### src/rtl/data_mem_lsu.sv
// data_mem_lsu
//   Load/store unit between the riscv32i memory stage and the data BRAM port B.
//   One transaction at a time: a request is accepted in IDLE, checked, and either
//   answered immediately with an error or turned into a single BRAM access whose
//   result is extracted and returned through the response channel.
//
// Handshakes: a request transfers on the rising clk edge where req_valid && req_ready;
//   a response transfers on the edge where rsp_valid && rsp_ready. A valid side keeps
//   its payload stable until the transfer edge.
//
// Ports
//   clk, reset            clock, asynchronous active-high reset
//   memory_offset         base byte address of data memory (sampled at accept)
//   req_*                 request channel (we, funct3 width code, byte address, data)
//   rsp_*                 response channel (extended load data, error flag)
//   data_mem_*            BRAM port B (clock, enable, reset, byte enables, address,
//                         write data, read data, busy)
//   dbg_state             current FSM state, for observation only
module data_mem_lsu #(
  parameter int MEM_DEPTH = 4096
) (
  input  logic        clk,
  input  logic        reset,
  input  logic [31:0] memory_offset,
  input  logic        req_valid,
  output logic        req_ready,
  input  logic        req_we,
  input  logic [2:0]  req_funct3,
  input  logic [31:0] req_addr,
  input  logic [31:0] req_wdata,
  output logic        rsp_valid,
  input  logic        rsp_ready,
  output logic [31:0] rsp_rdata,
  output logic        rsp_err,
  output logic        data_mem_clkb,
  output logic        data_mem_enb,
  output logic        data_mem_rstb,
  output logic [3:0]  data_mem_web,
  output logic [31:0] data_mem_addrb,
  output logic [31:0] data_mem_dinb,
  input  logic [31:0] data_mem_doutb,
  input  logic        data_mem_rstb_busy,
  output logic [1:0]  dbg_state
);

  localparam logic [31:0] MEM_BYTES = 32'(MEM_DEPTH * 4);

  localparam logic [2:0] F3_B  = 3'd0;
  localparam logic [2:0] F3_H  = 3'd1;
  localparam logic [2:0] F3_W  = 3'd2;
  localparam logic [2:0] F3_BU = 3'd4;
  localparam logic [2:0] F3_HU = 3'd5;

  typedef enum logic [1:0] {
    IDLE    = 2'd0,
    ACCESS  = 2'd1,
    CAPTURE = 2'd2,
    RESP    = 2'd3
  } state_t;

  state_t state_q, state_d;

  logic        accept;
  logic [31:0] rel;
  logic        below, over, bad_size, misalign, acc_err;
  logic [3:0]  st_web;
  logic [31:0] st_din;

  logic [1:0]  off_q;
  logic [2:0]  funct3_q;
  logic        we_q;
  logic [7:0]  ld_byte;
  logic [15:0] ld_half;
  logic [31:0] ld_data;

  assign data_mem_clkb = clk;
  assign data_mem_rstb = 1'b0;
  assign dbg_state     = state_q;
  assign req_ready     = (state_q == IDLE) && !data_mem_rstb_busy;
  assign rsp_valid     = (state_q == RESP);
  assign accept        = req_valid && req_ready;

  // Request decode. rel wraps, so the below-base test must use the raw address.
  always_comb begin
    rel      = req_addr - memory_offset;
    below    = req_addr < memory_offset;
    over     = rel >= MEM_BYTES;
    bad_size = 1'b0;
    misalign = 1'b0;
    case (req_funct3)
      F3_B:  ;
      F3_H:  misalign = req_addr[0];
      F3_W:  misalign = |req_addr[1:0];
      F3_BU: bad_size = req_we;
      F3_HU: begin
        bad_size = req_we;
        misalign = req_addr[0];
      end
      default: bad_size = 1'b1;
    endcase
    acc_err = below | over | bad_size | misalign;
  end

  // Store lane enables and replicated data; only meaningful for legal stores.
  always_comb begin
    st_web = 4'b0000;
    st_din = req_wdata;
    case (req_funct3[1:0])
      2'd0: begin
        st_web = 4'b0001 << rel[1:0];
        st_din = {4{req_wdata[7:0]}};
      end
      2'd1: begin
        st_web = 4'b0011 << rel[1:0];
        st_din = {2{req_wdata[15:0]}};
      end
      2'd2: begin
        st_web = 4'b1111;
        st_din = req_wdata;
      end
      default: begin
        st_web = 4'b0000;
        st_din = req_wdata;
      end
    endcase
  end

  // Load extraction from the BRAM word using the byte offset held from accept.
  always_comb begin
    ld_byte = data_mem_doutb[7:0];
    case (off_q)
      2'd0: ld_byte = data_mem_doutb[7:0];
      2'd1: ld_byte = data_mem_doutb[15:8];
      2'd2: ld_byte = data_mem_doutb[23:16];
      2'd3: ld_byte = data_mem_doutb[31:24];
      default: ld_byte = data_mem_doutb[7:0];
    endcase
    ld_half = off_q[1] ? data_mem_doutb[31:16] : data_mem_doutb[15:0];
    case (funct3_q)
      F3_B:    ld_data = {{24{ld_byte[7]}}, ld_byte};
      F3_BU:   ld_data = {24'd0, ld_byte};
      F3_H:    ld_data = {{16{ld_half[15]}}, ld_half};
      F3_HU:   ld_data = {16'd0, ld_half};
      default: ld_data = data_mem_doutb;
    endcase
  end

  // State register
  always_ff @(posedge clk or posedge reset) begin
    if (reset) begin
      state_q <= IDLE;
    end else begin
      state_q <= state_d;
    end
  end

  // Next state
  always_comb begin
    state_d = state_q;
    case (state_q)
      IDLE: begin
        if (accept) begin
          state_d = acc_err ? RESP : ACCESS;
        end
      end
      ACCESS:  state_d = CAPTURE;
      CAPTURE: state_d = RESP;
      RESP: begin
        if (rsp_ready) begin
          state_d = IDLE;
        end
      end
      default: state_d = IDLE;
    endcase
  end

  // BRAM port and response registers. The async reset drops enb at once, so a
  // reset during ACCESS never lets the BRAM see the access.
  always_ff @(posedge clk or posedge reset) begin
    if (reset) begin
      data_mem_enb   <= 1'b0;
      data_mem_web   <= 4'b0000;
      data_mem_addrb <= 32'd0;
      data_mem_dinb  <= 32'd0;
      off_q          <= 2'd0;
      funct3_q       <= 3'd0;
      we_q           <= 1'b0;
      rsp_rdata      <= 32'd0;
      rsp_err        <= 1'b0;
    end else begin
      case (state_q)
        IDLE: begin
          if (accept) begin
            off_q     <= rel[1:0];
            funct3_q  <= req_funct3;
            we_q      <= req_we;
            rsp_rdata <= 32'd0;
            rsp_err   <= acc_err;
            if (!acc_err) begin
              data_mem_enb   <= 1'b1;
              data_mem_addrb <= rel;
              data_mem_web   <= req_we ? st_web : 4'b0000;
              if (req_we) begin
                data_mem_dinb <= st_din;
              end
            end
          end
        end
        ACCESS: begin
          data_mem_enb <= 1'b0;
          data_mem_web <= 4'b0000;
        end
        CAPTURE: begin
          rsp_rdata <= we_q ? 32'd0 : ld_data;
        end
        default: ;
      endcase
    end
  end

endmodule

### config.mk
export PLATFORM = sky130hd
export DESIGN_NAME = data_mem_lsu
export DESIGN_NICKNAME = d
export VERILOG_FILES = /design/src/rtl/data_mem_lsu.sv
export SDC_FILE = /design/constraint.sdc
export NUM_CORES = 1
export LEC_CHECK = 0
export ABC_AREA = 0
export CORE_MARGIN = 2
export CORE_UTILIZATION = 40
export DETAILED_ROUTE_END_ITERATION = 12
export PLACE_DENSITY = 0.68
export SYNTH_ARGS = -nofsm -noshare
export SYNTH_HDL_FRONTEND = slang
export SYNTH_SLANG_ARGS = --single-unit
### constraint.sdc
create_clock -name clk -period 5.7 [get_ports clk]
set_input_delay 0.855 -clock clk [delete_from_list [all_inputs] [get_ports clk]]
set_output_delay 0.855 -clock clk [all_outputs]
set_load 0.1 [all_outputs]
* After elaboration in Yosys (flattened, before gate mapping)
Cells that the tools add are included.
** Operators by class
- Bitwise gates (word level) :: 4
- Eq/ne operators :: 18
- Add/subtract/negate cells :: 1
- Divide/modulo/power cells :: 0
- Reduce and logical (&&, ||, !) cells :: 20
- Multipliers :: 0
- Multiplexer cells :: 21
- Shift operators :: 2
- Order comparisons :: 2
** Operators by type and width (count)
- $pmux 32 s2 :: 2
- $pmux 32 s4 :: 1
- $mux 32 :: 2
- $ge 32x15->1 const B :: 1
- $lt 32x32->1 :: 1
- $pmux 8 s4 :: 1
- $sub 32x32->32 :: 1
- $mux 16 :: 1
- $eq 3x3->1 const B :: 4
- $mux 4 :: 3
- $pmux 4 s3 :: 1
- $eq 2x2->1 const B :: 5
- $pmux 2 s4 :: 1
- $pmux 4 s2 :: 1
- $eq 2x1->1 const B :: 3
- $eq 3x1->1 const B :: 2
- $logic_not 2->1 :: 3
- $logic_not 3->1 :: 2
- $mux 2 :: 3
- $pmux 1 s2 :: 3
- $reduce_and 2->1 :: 3
- $reduce_and 3->1 :: 2
- $reduce_or 2->1 :: 3
- $ne 2x2->1 const B :: 2
- 12 further kinds :: 17
** Storage, ports and cells
- Bits in read-only memories :: 0
- Bits in registers :: 110
- Word-level logic and storage cells :: 78
- Input bits :: 137
- Bits in latches :: 0
- Output and inout bits :: 108
- Memories kept :: 0
- Memory bits (writable) :: 0

* Depth between registers and ports, before layout
Gate-level depths: netlist of run 1.
- Word-level depth :: 8
- Mapped depth :: 14
- Mapped depth without buffers :: 13

==> results.md, run 1 <==
- Run status: finished, final reports clean
- DR pass1 iterations: 5
- Flops & latches, synth: 110
- Switching pwr: 1.760 mW
- Gate count of the mapped netlist: 813
- Placed Area: 0.009943 mm^2
- Layout net count: 1213
- Full die area: 0.01937 mm^2
- Final WL: 21920 um
- WL per Instance: 17.23 um
- Max_slew headroom: 30.34%
- Row count: 49
- Antenna cells: 0
- Cell variety after synth: 69
- Vias: 6778
- Share of flip-flops with an asynchronous set or reset: 100.0%
- Die Wd: 139.2 um
- Most frequent cells in the layout: 243 x clkdlybuf4s50_1, 124 x nand2_1, 110 x dfrtp_1
- Area delta synth->final: 41.35%
- DPL Wire Length: 16870 um
- Comb pwr share: 49.0%
- Hold Slack: 0.4698 ns
- Reg-to-Reg Start: dbg_state[1]$_DFFE_PP0P_
- Max cap viols: 0
- CP Data Arrival Time: 4.07 ns
- Synthesized area per cell: 8.992 um^2
- Core area: 0.01796 mm^2
- Clock-pin transition on the worst setup and hold timing paths: 0.08 ns
- Post-synth EDFFs: 0
- DRC Markers: 0
- RSZ-0062 raised after global routing: no
- Post-synth top flop: dfrtp_1
- Part of the power in registers: 27.8%
- Num ports: 245
- DP Cell Count: 1253
- Worst min path class: reg2reg
- Pwr dens: 351.9 mW/mm^2
- Crit path from: clk
- Layout cells sized above 1: 9.396%
- Hold-fix buffers, CTS: 0
- Grt total ovfl: 0
- Die H: 139.2 um
- Layout fillers: 1646
- Setup Skew: 0.01104 ns
- Worst path required time: 4.85 ns
- Register area share after synthesis: 37.65%
- CP Max Fanout: 2
- Initial core utilization: 40.70%
- Int Pwr: 1.877 mW
- Syn nets: 988
- Leakage power: 4.686 nW
- Max Transition Viols Final: 0
- CP Capture Type: output port
- Most common cell after layout, fill and taps aside: clkdlybuf4s50_1
- Worst skew pair latency: 0.47 ns
- Worst-Margin Slew: 1.042 ns
- Final setup fails: 0
- Worst setup SP type: clock port
- GP Congestion: 0.9234
- Setup Buffers After CTS: 0
- Setup CP Type: clk2out
- Overall power: 3.637 mW
- Max VDD drop: 0.0003855 V
- Largest net degree at the start of global routing: 58
- Final instance area: 0.01033 mm^2
- Synthesized area: 0.007311 mm^2
- Switching share of power: 48.39%
- YS warnings: 0
- I/O Buffers: 243
- Number of global-route vias before repair: 6576
- Clock power frac: 23.2%
- Initial antenna violation count: 0
- Endpoints failing hold: 0
- Hold Crit Start: rsp_rdata[18]$_DFFE_PP0P_
- Non-Filler Instances: 1272
- Vias per inst: 5.329
- CTS tree: yes
- Final ANT Viol Nets: 0
- Post-CTS Resized: 0
- Total Neg Setup Slack: 0 ns
- Starting DRT DRC Count: 343
- First-pass GRT wire length: 35680 um
- Tot GR Track Use: 22.67%
-- worst max-delay path, cell delays in order --
cell and delay, ns:
clkbuf_16 0.12, clkbuf_16 0.13, clkdlybuf4s50_1 0.97
-- layer usage --
layer / vias to the layer above / track usage, % / wire length, um
met4: 0 / 3.137 / 119
li1: 3348 / - / -
met1: 3177 / 32.76 / 10490
met5: - / 0 / 0
met2: 240 / 34.64 / 9677
met3: 13 / 6.630 / 1629
-- logic make-up (layout without fill, tap and decap cells) --
| family | Yosys count | after routing | synth area share (%) |
|---|---|---|---|
| compound gates | 203 | 203 | 17.82 |
| xor+xnor | 16 | 16 | 1.917 |
| fa+ha+maj | 38 | 38 | 6.606 |
| buf+inv | 89 | 319 | 4.929 |
| flops | 110 | 110 | 37.65 |
| mux | 86 | 86 | 13.02 |
| other cells | 1 | 1 | 0.05129 |
| simple gates | 270 | 270 | 18.00 |
-- through the flow --
stage | worst slack [ns] | util [%]
floorplan | 1.204 | -
global placement | 0.6584 | 55.35
detailed placement | 0.4967 | 55.35
CTS | 0.7676 | 57.53
global route | 0.6752 | 57.53
finish | 0.7776 | 57.53
-- path summary, 6_finish.rpt --
check | endpoint | slack (ns) | cells past startpoint
max in group asynchronous | rsp_rdata[12]$_DFFE_PP0P_ | 3.66 | 3
setup reg to reg | rsp_rdata[22]$_DFFE_PP0P_ | 2.43 | 12
setup / recovery | data_mem_clkb | 0.78 | 3
hold / removal | rsp_rdata[18]$_DFFE_PP0P_ | 0.47 | 2
min in group asynchronous | rsp_rdata[2]$_DFFE_PP0P_ | 0.85 | 2
hold reg to reg | rsp_rdata[18]$_DFFE_PP0P_ | 0.47 | 2
-- flip-flops by register name, summed over array words and instances, names as in the netlist --
signal / count
data_mem_addrb: 32
data_mem_dinb: 32
rsp_rdata: 32
data_mem_web: 4
funct3_q: 3
dbg_state: 2
off_q: 2
data_mem_enb: 1
rsp_err: 1
we_q: 1
-- power groups by stage --
stage / registers [mW] / logic, mW / clock network, mW
final: 1.01 / 1.78 / 0.845
after global routing: 1.03 / 1.92 / 0.893
after CTS: 1.01 / 1.79 / 0.864
after detailed placement: 1.03 / 1.78 / 0.0689
after global placement: 1.02 / 1.77 / 0.0689
after floorplan: 1.58 / 0.729 / 0.0662
-- area by class of cell --
cell class / instances / area (um^2) / area share, %
Multi-Input combinational cell: 614 / 4213 / 40.77
Timing Repair Buffer: 250 / 2495 / 24.14
Sequential cell: 110 / 2753 / 26.64
Inverter: 49 / 186.4 / 1.804
Tap cell: 229 / 286.5 / 2.773
Clock buffer: 13 / 310.3 / 3.003
Clock inverter: 7 / 90.09 / 0.8718
-- cells in the mapped netlist, drive strengths merged (10+ instances only) --
cell / count / area, um^2
a21o: 10 / 75.07
a21oi: 43 / 215.2
a31oi: 13 / 81.33
clkbuf: 32 / 120.1
dfrtp: 110 / 2753
ha: 37 / 462.9
inv: 49 / 183.9
mux2: 63 / 709.4
mux2i: 22 / 220.2
nand2: 124 / 465.5
nand2b: 16 / 100.1
nor2: 42 / 157.7
nor2b: 23 / 143.9
nor3: 14 / 75.07
nor4: 11 / 83.83
o21ai: 66 / 330.3
xnor2: 11 / 96.34
(Power assumes the default switching activity.)
==> run 2: changes to the inputs <==
--- a/config.mk
+++ b/config.mk
@@ -6,8 +6,10 @@
 export NUM_CORES = 1
 export LEC_CHECK = 0
 export ABC_AREA = 0
+export CAP_MARGIN = 20
 export CORE_MARGIN = 2
 export CORE_UTILIZATION = 40
+export CTS_BUF_LIST = sky130_fd_sc_hd__clkbuf_4
 export DETAILED_ROUTE_END_ITERATION = 12
 export PLACE_DENSITY = 0.68
 export SYNTH_ARGS = -nofsm -noshare
==> results.md, run 2 (synthesis gave the netlist of run 1 again) <==
- DRC Markers: 0 (unchanged)
- Most frequent cells in the layout: 243 x clkdlybuf4s50_1, 124 x nand2_1, 110 x dfrtp_1 (unchanged)
- First-pass GRT wire length: 35560 um (was 35680 um)
- CTS tree: yes (unchanged)
- Final WL: 21850 um (was 21920 um)
- WL per Instance: 17.18 um (was 17.23 um)
- Max_slew headroom: 30.31% (was 30.34%)
- Clock power frac: 16.0% (was 23.2%)
- Post-CTS Resized: 0 (unchanged)
- Final setup fails: 0 (unchanged)
- Tot GR Track Use: 22.57% (was 22.67%)
- Setup Skew: 0.03088 ns (was 0.01104 ns)
- CP Max Fanout: 2 (unchanged)
- Comb pwr share: 53.6% (was 49.0%)
- Number of global-route vias before repair: 6570 (was 6576)
- Initial antenna violation count: 0 (unchanged)
- Worst skew pair latency: 0.59 ns (was 0.47 ns)
- Max VDD drop: 0.0003785 V (was 0.0003855 V)
- Vias: 6761 (was 6778)
- Endpoints failing hold: 0 (unchanged)
- Die H: 139.2 um (unchanged)
- Starting DRT DRC Count: 332 (was 343)
- Setup CP Type: clk2out (unchanged)
- Top flop regs: data_mem_addrb: 32 flops, data_mem_dinb: 32 flops, rsp_rdata: 32 flops (unchanged)
- Total Neg Setup Slack: 0 ns (unchanged)
- Area delta synth->final: 38.47% (was 41.35%)
- Clock-pin transition on the worst setup and hold timing paths: 0.17 ns (was 0.08 ns)
- Multi-input logic area: 0.004213 mm^2 (unchanged)
- DP Cell Count: 1253 (unchanged)
- Most common cell after layout, fill and taps aside: clkdlybuf4s50_1 (unchanged)
- Vias per inst: 5.315 (was 5.329)
- Grt total ovfl: 0 (unchanged)
- Switching share of power: 51.83% (was 48.39%)
- Die Wd: 139.2 um (unchanged)
- GP Congestion: 0.9234 (unchanged)
- I/O Buffers: 243 (unchanged)
- FF/Latch Area: 0.002753 mm^2 (unchanged)
- Final ANT Viol Nets: 0 (unchanged)
- Antenna cells: 0 (unchanged)
- Worst-Margin Slew: 1.042 ns (about the same)
- RSZ-0062 raised after global routing: no (unchanged)
- Layout net count: 1213 (unchanged)
- DR pass1 iterations: 5 (unchanged)
- Max cap viols: 0 (unchanged)
- CP Data Arrival Time: 4.05 ns (was 4.07 ns)
- Largest net degree at the start of global routing: 58 (unchanged)
- Initial core utilization: 40.70% (unchanged)
- Leakage power: 4.594 nW (was 4.686 nW)
- Max Transition Viols Final: 0 (unchanged)
- Full die area: 0.01937 mm^2 (unchanged)
- Part of the power in registers: 30.4% (was 27.8%)
- DPL Wire Length: 16870 um (unchanged)
- Int Pwr: 1.602 mW (was 1.877 mW)
- Num ports: 245 (unchanged)
- Worst path required time: 4.85 ns (about the same)
- Core area: 0.01796 mm^2 (unchanged)
- Hold-fix buffers, CTS: 0 (unchanged)
- Pwr dens: 328.6 mW/mm^2 (was 351.9 mW/mm^2)
- Switching pwr: 1.724 mW (was 1.760 mW)
- R2R setup slack: 2.41 ns (was 2.43 ns)
- Worst min path class: reg2reg (unchanged)
- Worst setup SP type: clock port (unchanged)
- Non-Filler Instances: 1272 (unchanged)
- Layout fillers: 1670 (was 1646)
- Row count: 49 (unchanged)
- CP Capture Type: output port (unchanged)
- Setup Buffers After CTS: 0 (unchanged)
- Layout cells sized above 1: 9.396% (unchanged)
- Run status: finished, final reports clean (unchanged)
run 2: cell counts in the layout (fill, tap and decap cells not counted):
Identical to the previous run, type by type.
run 2: worst max-delay path: stages:
cell and delay [ns]:
clkbuf_4 0.11, clkbuf_4 0.12, clkdlybuf4s50_1 0.97
run 2: power by group through the flow:
stage          Sequential [mW]  Clock, mW  Combinational [mW]
4_1_cts                   1.01      0.553                1.79
5_1_grt                   1.03      0.582                1.92
3_3_place_gp              1.02     0.0689                1.77
2_1_floorplan             1.58     0.0662               0.729
3_5_place_dp              1.03     0.0689                1.78
6_report                  1.01      0.532                1.78
run 2: metrics by stage:
step / total power [mW] / worst slack (ns) / utilization [%] / instance area [um^2] / hold slack, ns
CTS: 3.352 / 0.7797 / 56.36 / 10120 / 0.4954
finish: 3.326 / 0.7959 / 56.36 / 10120 / 0.4911
floorplan: 2.375 / 1.204 / - / 7311 / 0.4508
global route: 3.529 / 0.7742 / 56.36 / 10120 / 0.5300
global placement: 2.863 / 0.6584 / 55.35 / 9943 / 0.4501
detailed placement: 2.879 / 0.4967 / 55.35 / 9943 / 0.4561
run 2: path summary, 6_finish.rpt:
check / start / endpoint / cells after the start
max: clk / data_mem_clkb / 3
min: rsp_rdata[31]$_DFFE_PP0P_ / rsp_rdata[31]$_DFFE_PP0P_ / 2
max reg2reg: dbg_state[1]$_DFFE_PP0P_ / rsp_rdata[31]$_DFFE_PP0P_ / 12
min reg2reg: rsp_rdata[31]$_DFFE_PP0P_ / rsp_rdata[31]$_DFFE_PP0P_ / 2
max in group asynchronous: reset / data_mem_dinb[22]$_DFFE_PP0P_ / 3
min in group asynchronous: reset / rsp_rdata[26]$_DFFE_PP0P_ / 2
run 2: cell type report:
class / instances / share of cell area [%]
multi-input cells: 614 / 41.61
flip-flops and latches: 110 / 27.19
repair buffers: 250 / 24.64
well taps: 229 / 2.830
inverters: 49 / 1.842
clock buffers: 13 / 0.9887
clock inverters: 7 / 0.8899
run 2: per-layer routing:
layer,share of wire [%],GRT usage [%]
met5,0,0
met3,7.6,6.354
met4,0.89,3.775
met2,43,34.33
met1,48,32.62
==> run 3: changes to the inputs <==
--- a/config.mk
+++ b/config.mk
@@ -9,7 +9,7 @@
 export CAP_MARGIN = 20
 export CORE_MARGIN = 2
 export CORE_UTILIZATION = 40
-export CTS_BUF_LIST = sky130_fd_sc_hd__clkbuf_4
+export CTS_BUF_LIST = sky130_fd_sc_hd__clkbuf_8 sky130_fd_sc_hd__clkbuf_16
 export DETAILED_ROUTE_END_ITERATION = 12
 export PLACE_DENSITY = 0.68
 export SYNTH_ARGS = -nofsm -noshare
==> results of run 3 <==
Same layout as run 1: the final DEF is identical, and so are final timing and power.
==> variant 1 (config.mk and constraints of run 3) <==
Make the reset (`reset`) synchronous in 2 clocked blocks. Comments in the files are not updated.
--- a/src/rtl/data_mem_lsu.sv
+++ b/src/rtl/data_mem_lsu.sv
@@ -146,7 +146,7 @@
   end
 
   // State register
-  always_ff @(posedge clk or posedge reset) begin
+  always_ff @(posedge clk) begin
     if (reset) begin
       state_q <= IDLE;
     end else begin
@@ -176,7 +176,7 @@
 
   // BRAM port and response registers. The async reset drops enb at once, so a
   // reset during ACCESS never lets the BRAM see the access.
-  always_ff @(posedge clk or posedge reset) begin
+  always_ff @(posedge clk) begin
     if (reset) begin
       data_mem_enb   <= 1'b0;
       data_mem_web   <= 4'b0000;
Formal check against the unedited RTL: differs if reset is asserted again (counterexample within 4 cycles, from zero or initial values and one cycle with reset high); with reset held inactive, the same outputs for 4 cycles.
==> variant 1 against run 3 <==
- sequential cell count stayed put
- worst setup slack better by 0.012 ns
- power is 22% lower
- count of clock-buffer cells in the layout stayed put
- clock skew is 0.0038 ns lower
- wire length is 2.9% higher
- final area is 4.3% lower
- critical path depth stayed put
- sequential power is 15% lower
- largest power group unchanged
- area after synthesis is 4.8% lower
- highest routed layer unchanged
==> variant 1: results (changes against run 3) <==
Status: finished, final reports clean (unchanged)
Complex-gate fraction of the synthesized area: 29.3% (was 17.8%)
Syn Nets: 1080 (was 988)
Layout cells sized above 1: 4.68% (was 9.40%)
Sw power: 0.00120 W (was 0.00176 W)
Sw Ratio: 42.5% (was 48.4%)
Drt total wl: 22500 um (was 21900 um)
Post-synthesis xor/xnor area fraction: 2.39% (was 1.92%)
Hold_ws: 0.453 ns (was 0.470 ns)
Finished Layout Cells: 1336 (was 1272)
Slew @ Worst Pin: 1.08 ns (was 1.04 ns)
GRT Total Usage: 24.1% (was 22.7%)
Vias per cell: 5.60 (was 5.33)
Reg2reg start: dbg_state[0] (was dbg_state[1])
Worst hold start: rsp_rdata[4] (was rsp_rdata[18])
Vias in the first global route: 6897 (was 6576)
Post-Synth Adder-Cell Area: 6.94% (was 6.61%)
Seq/Total Area, Yosys: 31.6% (was 37.7%)
Met3 usage: 4.03% (was 6.63%)
Mapped Cells: 905 (was 813)
Clock Skews: 0.00724 ns (was 0.0110 ns)
Initial drt markers: 499 (was 343)
Crit path DAT: 4.06 ns (was 4.07 ns)
Placer Congestion: 0.910 (was 0.923)
Placed Area: 9490 um^2 (was 9940 um^2)
Met2 Wirelength: 10400 um (was 9680 um)
Metal-1 WL: 10100 um (was 10500 um)
Unique cell type count in the Yosys netlist: 65 (was 69)
Main synth FF type: dfxtp_1 (was dfrtp_1)
Async SR Flop Fraction: 0% (was 100%)
Area contributors post-synth: dfxtp_1 32%, a21oi_1 8.1%, ha_1 6.7% (was dfrtp_1 38%, mux2_2 8.6%, nand2_1 6.4%)
Hold EP: rsp_rdata[4] (was rsp_rdata[18])
Reg2reg setup slack: 2.80 ns (was 2.43 ns)
DP HPWL: 16700 um (was 16900 um)
Worst setup margin: 0.790 ns (was 0.778 ns)
Setup WS pre-CTS: 0.511 ns (was 0.497 ns)
Seq pwr: 0.000861 W (was 0.00101 W)
==> variant 1: changes by cell type in the layout (fill, tap and decap cells not counted), moves of 14 or more <==
cell,run 3,this run
a21oi_1,42,111
a311oi_1,2,16
a31oi_1,13,27
and3_1,4,21
dfrtp_1,110,0
dfxtp_1,0,110
inv_1,47,72
mux2_2,56,1
nand2_1,124,90
nand4_1,7,30
nor2b_1,23,4
==> variant 1: layout make-up <==
type	count	area, um^2	share of cell area [%]
Clock buffer	13	310	3.14
Multi-Input combinational cell	654	4210	42.5
Clock inverter	7	80.1	0.810
Inverter	72	270	2.73
Tap cell	225	282	2.85
Sequential cell	110	2200	22.3
Timing Repair Buffer	255	2540	25.7
==> variant 1: critical path: stages <==
cell             delay (ns)
clkbuf_16              0.12
clkbuf_16              0.13
clkdlybuf4s50_1        0.95
==> variant 1: cell families after synthesis <==
group	Yosys count
adders and majority gates	38
other	1
DFF	110
and+or+nand+nor	248
buffers and inverters	141
AOI/OAI and AO/OA	320
muxes	28
xor gates and xnor gates	19
==> variant 2 (settings of run 3) <==
Without the edit above. Change the parameter `MEM_DEPTH` from 4096 to 3072.
--- a/src/rtl/data_mem_lsu.sv
+++ b/src/rtl/data_mem_lsu.sv
@@ -17,7 +17,7 @@
 //                         write data, read data, busy)
 //   dbg_state             current FSM state, for observation only
 module data_mem_lsu #(
-  parameter int MEM_DEPTH = 4096
+  parameter int MEM_DEPTH = 3072
 ) (
   input  logic        clk,
   input  logic        reset,
Formal check against the unedited RTL: not equivalent (Yosys sat finds a counterexample within 4 cycles, from zero or initial values and one cycle with reset high).
==> variant 2 against run 3 <==
- final area rose by 0.68%
- hold slack hardly changed
- area after synthesis rose by 1.6%
- synthesized cell count down 1.4%
- wire length rose by 2.0%
- clock power down 4.0%
- die area is 1.6% higher
- sequential cell count unchanged
- worst setup slack better by 0.020 ns
- register-to-register slack better by 0.32 ns
- power is 2.1% higher
- global-route usage decreased by 0.22 points
- critical path type unchanged
==> variant 2: results (changes against run 3) <==
Status: finished, final reports clean (unchanged)
Clock Skews: 0.0127 ns (was 0.0110 ns)
Placed Area: 10000 um^2 (was 9940 um^2)
Unique cell type count in the Yosys netlist: 73 (was 69)
Reg power frac: 27.7% (was 27.8%)
Reg2reg start: off_q[1] (was dbg_state[1])
Slew @ Worst Pin: 1.06 ns (was 1.04 ns)
Layout cells sized above 1: 10.1% (was 9.40%)
Hold EP: rsp_rdata[7] (was rsp_rdata[18])
Crit path DAT: 4.05 ns (was 4.07 ns)
Pin count of the biggest net entering global routing: 81 (was 58)
Drt total wl: 22400 um (was 21900 um)
Vias in the first global route: 6581 (was 6576)
Hold_ws: 0.470 ns (about the same)
Setup WS pre-CTS: 0.644 ns (was 0.497 ns)
Max incr delay on CP: 0.95 ns (was 0.97 ns)
Placer Congestion: 0.956 (was 0.923)
VDD IR-drop max: 0.190 mV (was 0.386 mV)
GRT Total Usage: 22.4% (was 22.7%)
Seq/Total Area, Yosys: 37.1% (was 37.7%)
Worst R2R End: rsp_rdata[27] (was rsp_rdata[22])
Vias per cell: 5.42 (was 5.33)
Reg2reg setup slack: 2.75 ns (was 2.43 ns)
Met2 GRT Util: 36.8% (was 34.6%)
Comb. pwr: 0.00187 W (was 0.00178 W)
Met3 WL: 1360 um (was 1630 um)
Met2 Wirelength: 10600 um (was 9680 um)
First-pass GRT wire length: 35000 um (was 35700 um)
Power Dens Cells: 357 nW/um^2 (was 352 nW/um^2)
Synth top cells by count: 116 x nand2_1, 110 x dfrtp_1, 58 x o21ai_0 (was 124 x nand2_1, 110 x dfrtp_1, 66 x o21ai_0)
DP HPWL: 17100 um (was 16900 um)
Metal-1 WL: 10100 um (was 10500 um)
Initial drt markers: 377 (was 343)
GR Util met1: 30.7% (was 32.8%)
Worst hold start: rsp_rdata[7] (was rsp_rdata[18])
Internal power: 0.00189 W (was 0.00188 W)
R2R depth: 5 (was 12)
Worst setup margin: 0.797 ns (was 0.778 ns)
Pleak: 4.79 nW (was 4.69 nW)
## variant 2: cell types whose count changed after synthesis, moves of 7 or more
cell	before	now
mux2_4	0	30
o2111ai_1	8	1
o21ai_0	66	58
nor2_1	42	32
and2_1	4	24
nand2_1	124	116
mux2_1	7	0
mux2_2	56	32
nand3_1	4	11
## variant 2: kinds of logic (layout without fill, tap and decap cells)
family / after synthesis / count (layout) / share of synthesized area, %
buffers and inverters: 90 / 315 / 5.05
and+or+nand+nor: 263 / 263 / 17.4
xor gates and xnor gates: 20 / 20 / 2.36
other: 1 / 1 / 0.0505
AOI/OAI and AO/OA: 194 / 194 / 17.3
DFF: 110 / 110 / 37.1
muxes: 86 / 86 / 14.3
adders and majority gates: 38 / 38 / 6.50
## variant 2: final cells by class
class / count / area (um^2)
Tap cell: 229 / 287
Clock buffer: 14 / 324
Clock inverter: 6 / 62.6
Inverter: 45 / 171
Timing Repair Buffer: 250 / 2500
Multi-Input combinational cell: 602 / 4300
Fill cell: 1614 / 7680
Sequential cell: 110 / 2750
